===== src/rtl/ariscv_pkg.sv =====
// Shared integer register file definitions: widths, the x0 address and the
// address/word types used by rf_m and the write-back path.
package ariscv_pkg;

    localparam int XLEN = 32;
    localparam int MSB  = 4;

    typedef logic [MSB:0]    reg_addr_t;
    typedef logic [XLEN-1:0] word_t;

    localparam reg_addr_t ZERO = '0;

endpackage


===== src/rtl/rf_bypass_m.sv =====
// Read-port forwarding mux: returns the in-flight write-back value when it
// targets the register being read, otherwise the raw register file data.
module rf_bypass_m #(
    parameter int XLEN = ariscv_pkg::XLEN,
    parameter int MSB  = ariscv_pkg::MSB
) (
    input  logic            we3,
    input  logic [MSB:0]    a3,
    input  logic [XLEN-1:0] wd3,
    input  logic [MSB:0]    ra,
    input  logic [XLEN-1:0] rf_rd,
    output logic [XLEN-1:0] rd
);

    // x0 never forwards; the file already forces it to zero.
    always_comb begin
        rd = rf_rd;
        if (we3 && (a3 == ra) && (|ra)) begin
            rd = wd3;
        end
    end

endmodule


===== src/rtl/rf_wb_arb.sv =====
// Write-back arbiter: round-robin share of the register file write port
// between ALU (0) and LSU (1), registered write, read bypass, stall counters.
module rf_wb_arb #(
    parameter int XLEN = ariscv_pkg::XLEN,
    parameter int MSB  = ariscv_pkg::MSB,
    parameter int CNTW = 8
) (
    input  logic            clk,
    input  logic            srst,
    input  logic            hold,
    input  logic            clr_stats,
    input  logic            req0_valid,
    output logic            req0_ready,
    input  logic [MSB:0]    req0_addr,
    input  logic [XLEN-1:0] req0_data,
    input  logic            req1_valid,
    output logic            req1_ready,
    input  logic [MSB:0]    req1_addr,
    input  logic [XLEN-1:0] req1_data,
    output logic            we3,
    output logic [MSB:0]    a3,
    output logic [XLEN-1:0] wd3,
    input  logic [MSB:0]    ra1,
    input  logic [MSB:0]    ra2,
    input  logic [XLEN-1:0] rf_rd1,
    input  logic [XLEN-1:0] rf_rd2,
    output logic [XLEN-1:0] rd1,
    output logic [XLEN-1:0] rd2,
    output logic [CNTW-1:0] stall0,
    output logic [CNTW-1:0] stall1
);

    localparam logic [CNTW-1:0] CNT_ONE = {{(CNTW-1){1'b0}}, 1'b1};

    logic [1:0]      valid_vec;
    logic [1:0]      grant_vec;
    logic            prio_reg;
    logic [MSB:0]    win_addr;
    logic [XLEN-1:0] win_data;
    logic [CNTW-1:0] stall_cnt_reg [2];

    assign valid_vec = {req1_valid, req0_valid};

    // prio only matters when both requesters are valid.
    assign grant_vec[0] = ~srst & ~hold & valid_vec[0] & (~valid_vec[1] | ~prio_reg);
    assign grant_vec[1] = ~srst & ~hold & valid_vec[1] & (~valid_vec[0] |  prio_reg);

    assign req0_ready = grant_vec[0];
    assign req1_ready = grant_vec[1];

    assign win_addr = grant_vec[1] ? req1_addr : req0_addr;
    assign win_data = grant_vec[1] ? req1_data : req0_data;

    always_ff @(posedge clk) begin
        if (srst) begin
            we3      <= 1'b0;
            a3       <= '0;
            wd3      <= '0;
            prio_reg <= 1'b0;
        end else if (|grant_vec) begin
            we3      <= |win_addr;
            a3       <= win_addr;
            wd3      <= win_data;
            prio_reg <= grant_vec[0];
        end else begin
            we3      <= 1'b0;
        end
    end

    generate
        for (genvar gi = 0; gi < 2; gi++) begin : g_stall
            always_ff @(posedge clk) begin
                if (srst || clr_stats) begin
                    stall_cnt_reg[gi] <= '0;
                end else if (valid_vec[gi] && !grant_vec[gi] && !(&stall_cnt_reg[gi])) begin
                    stall_cnt_reg[gi] <= stall_cnt_reg[gi] + CNT_ONE;
                end
            end
        end
    endgenerate

    assign stall0 = stall_cnt_reg[0];
    assign stall1 = stall_cnt_reg[1];

    rf_bypass_m #(.XLEN(XLEN), .MSB(MSB)) u_byp1 (
        .we3   (we3),
        .a3    (a3),
        .wd3   (wd3),
        .ra    (ra1),
        .rf_rd (rf_rd1),
        .rd    (rd1)
    );

    rf_bypass_m #(.XLEN(XLEN), .MSB(MSB)) u_byp2 (
        .we3   (we3),
        .a3    (a3),
        .wd3   (wd3),
        .ra    (ra2),
        .rf_rd (rf_rd2),
        .rd    (rd2)
    );

endmodule


===== config.mk =====
export PLATFORM = sky130hd
export DESIGN_NAME = rf_wb_arb
export DESIGN_NICKNAME = d
export VERILOG_FILES = /design/src/rtl/ariscv_pkg.sv /design/src/rtl/rf_bypass_m.sv /design/src/rtl/rf_wb_arb.sv
export SDC_FILE = /design/constraint.sdc
export NUM_CORES = 1
export LEC_CHECK = 0
export CAP_MARGIN = 15
export CORE_ASPECT_RATIO = 0.6
export CORE_UTILIZATION = 35
export CTS_CLUSTER_SIZE = 14
export DETAILED_ROUTE_END_ITERATION = 10
export PLACE_DENSITY = 0.83
export SLEW_MARGIN = 30
export SYNTH_ARGS = -nofsm -noshare
export SYNTH_HDL_FRONTEND = slang
export SYNTH_HIERARCHICAL = 1
export SYNTH_SLANG_ARGS = --single-unit

===== constraint.sdc =====
create_clock -name clk -period 2.6 [get_ports clk]
set_input_delay 0.39 -clock clk [delete_from_list [all_inputs] [get_ports clk]]
set_output_delay 0.39 -clock clk [all_outputs]
set_load 0.01 [all_outputs]

==> flow_summary.toml <==
[sta]
tightest_slew_ns = 0.502
slew_headroom_pct = 66.6
skew_ns = 0.00576
slew_viol_final = 0
period_share_pct = 97.8
layout_min_cycle_time_ns = 2.54
fmax_mhz = 393
fin_tns_setup_ns = 0
timing.hold.ws_ns = 0.503
setup_viol = 0
grt_setup_unrepaired = "false"
hold_viol_final = 0

[power]
ir_drop_mv = 0.274
powerDensity_nw_per_um2 = 348
p_sw_mw = 0.654
power_frac_comb_pct = 31.6
p_int_mw = 1.77
swShare_pct = 27.0
p_leak_nw = 2.73
total_power_mw = 2.42
p_clk_share_pct = 27.1
seq_power_share_pct = 41.3

[clock_network]
cts_buffer_depth = 2
hold_buffers = 0
clock_sinks = 55
cts_buffers = 5
clockRootBuffer = "clkbuf_16"
path_clk_slew_ns = 0.07
htree_levels = 2
cts_tree = "yes"
clock_latency_ns = 0.29

[yosys]
synthFlopType = "dfxtp_1"
synth_cell_types = 34
synth_fp_nets = 544
ys_seq_area_share_pct = 33.0
avgSynthCellArea_um2 = 9.85
yosys.area_share.simple_pct = 14.1
synth_top_family_by_area = "multiplexers"
synthMuxAreaShare_pct = 24.8
synth_fa_ha_area_share_pct = 0.655
synth_edf_count = 16
syn_inst = 388
synth_compound_area_share_pct = 17.6
synth_area_um2 = 3820
async_reset_ff_share_pct = 0
yosys_warnings = 6
synth_xor_area_share_pct = 4.59
ys_ff_latch = 55

[placement]
port_buffers = 273
globalplace.congestion = 0.904
place_hpwl_um = 11300
place_inst = 790

[floorplan]
num_rows = 29
die_x_um = 137
design.core.area_um2 = 10600
fp.dieArea_um2 = 11300
initial_core_util_pct = 36.1
pin_count = 274
die-height_um = 82.9

[global_route]
grt_overflow = 0
grt_max_degree = 39
grt_pass1_vias = 4187
grt_pass1_wl_um = 23000
grt.total_usage_pct = 27.0
antenna_found_initial = 0

[finish]
antenna_cells = 0
layout_commonest_cell = "clkdlybuf4s50_1"
drive_gt1_share_pct = 25.5
nNetsFinal = 826
syn2layout_area_growth_pct = 82.2
final_cell_mix = "clkdlybuf4s50_1 (198), mux2_4 (60), nor2_1 (59)"
finalNonFillerCells = 809
largest_register_ffs = 32

[critical_path]
cp.arrival_ns = 2.15
start_kind = "primary input"
critPathKind = "primary input to output pin"
end_kind = "output pin"
crit_fanout = 6
worst_ep_required_time_ns = 2.21
reg2reg_slack_ns = 0.82

[route]
vias_per_cell = 5.10
routed_wl_um = 15500
num_vias = 4126
firstDrtPassIters = 5
first_iter_violations = 174
drcViolationCount = 0
wl_per_cell_um = 19.2
ant_nets = 0

[worst_hold_path]
hold_path_class = "flip-flop to flip-flop"

[run_status]
status = "finished clean"

[run]
maxCapViolCount = 0
==> metrics by stage <==
stage               cell area (µm²)  setup slack, ns  util (%)
global route                   6960          0.00416      65.7
detailed placement             6690           -0.405      63.2
CTS                            7070          0.00495      66.7
finish                         6960           0.0563      65.7
floorplan                      3820            0.610         -
global placement               6690           -0.336      63.2
==> cells in the mapped netlist (3+ instances only) <==
master	instances	area (µm²)
nor2_1	61	229
mux2_4	60	901
nand2_1	49	184
dfxtp_1	39	781
a211oi_1	27	203
a21oi_1	27	135
edfxtp_1	16	480
buf_2	13	65.1
xnor2_1	13	114
a211oi_2	11	138
a21oi_2	10	87.6
nand3_1	8	40.0
buf_6	7	78.8
xor2_1	7	61.3
clkbuf_1	5	18.8
mux2_2	4	45.0
o21ai_0	4	20.0
nand4_1	3	18.8
==> area by class of cell <==
| type | instances | area (µm²) |
|---|---|---|
| clock buffer | 7 | 133 |
| fill | 866 | 3630 |
| inverter | 4 | 15.0 |
| multi-input combinational | 301 | 2400 |
| sequential | 55 | 1270 |
| tap | 139 | 174 |
| timing repair buffer | 303 | 2970 |
==> power groups by stage <==
stage,logic [mW],registers [mW],clock network [mW]
floorplan,0.271,1.02,0
global placement,0.781,1.01,0
detailed placement,0.795,1.02,0
CTS,0.775,1.00,0.672
global route,0.811,1.01,0.701
finish,0.765,1.00,0.656
==> kinds of logic after synthesis <==
kind of cell | count (synthesis)
adder cells (fa/ha/maj) | 2
AO/OA/AOI/OAI | 85
flip-flops | 55
buffers and inverters | 32
multiplexers | 64
AND/OR/NAND/NOR | 130
XOR/XNOR | 20
==> worst paths after layout <==
| path | startpoint | end | cells after the start |
|---|---|---|---|
| min reg2reg | wd3[25] | wd3[25] | 2 |
| max | ra1[3] | rd1[10] | 8 |
| max reg2reg | stall_cnt_reg[0][0] | stall_cnt_reg[0][2] | 5 |
| min | wd3[25] | wd3[25] | 2 |
==> per-layer routing <==
layer | global-route usage (%) | part of all wire, % | up-vias | wire, µm
met2 | 50.3 | 52 | 188 | 8000
met4 | 7.29 | 1.7 | 0 | 265
li1 | - | - | 1940 | -
met1 | 30.9 | 39 | 1981 | 6110
met5 | 0 | 0 | - | 0
met3 | 5.31 | 7.3 | 17 | 1140
==> worst max-delay path: stages <==
cell and delay (ns):
dlygate4sd2_1 0.25, buf_4 0.15, o41ai_4 0.35, a211oi_4 0.12
buf_6 0.16, buf_12 0.14, mux2_4 0.29, dlygate4sd2_1 0.29
==> repair_timing <==
item,4_1_cts,5_1_grt
setup endpoints to repair,64,33
setup buffers,6,0
gates cloned,6,0
gates resized for setup,162,33
pin swaps,8,7
(Power assumes the default switching activity.)
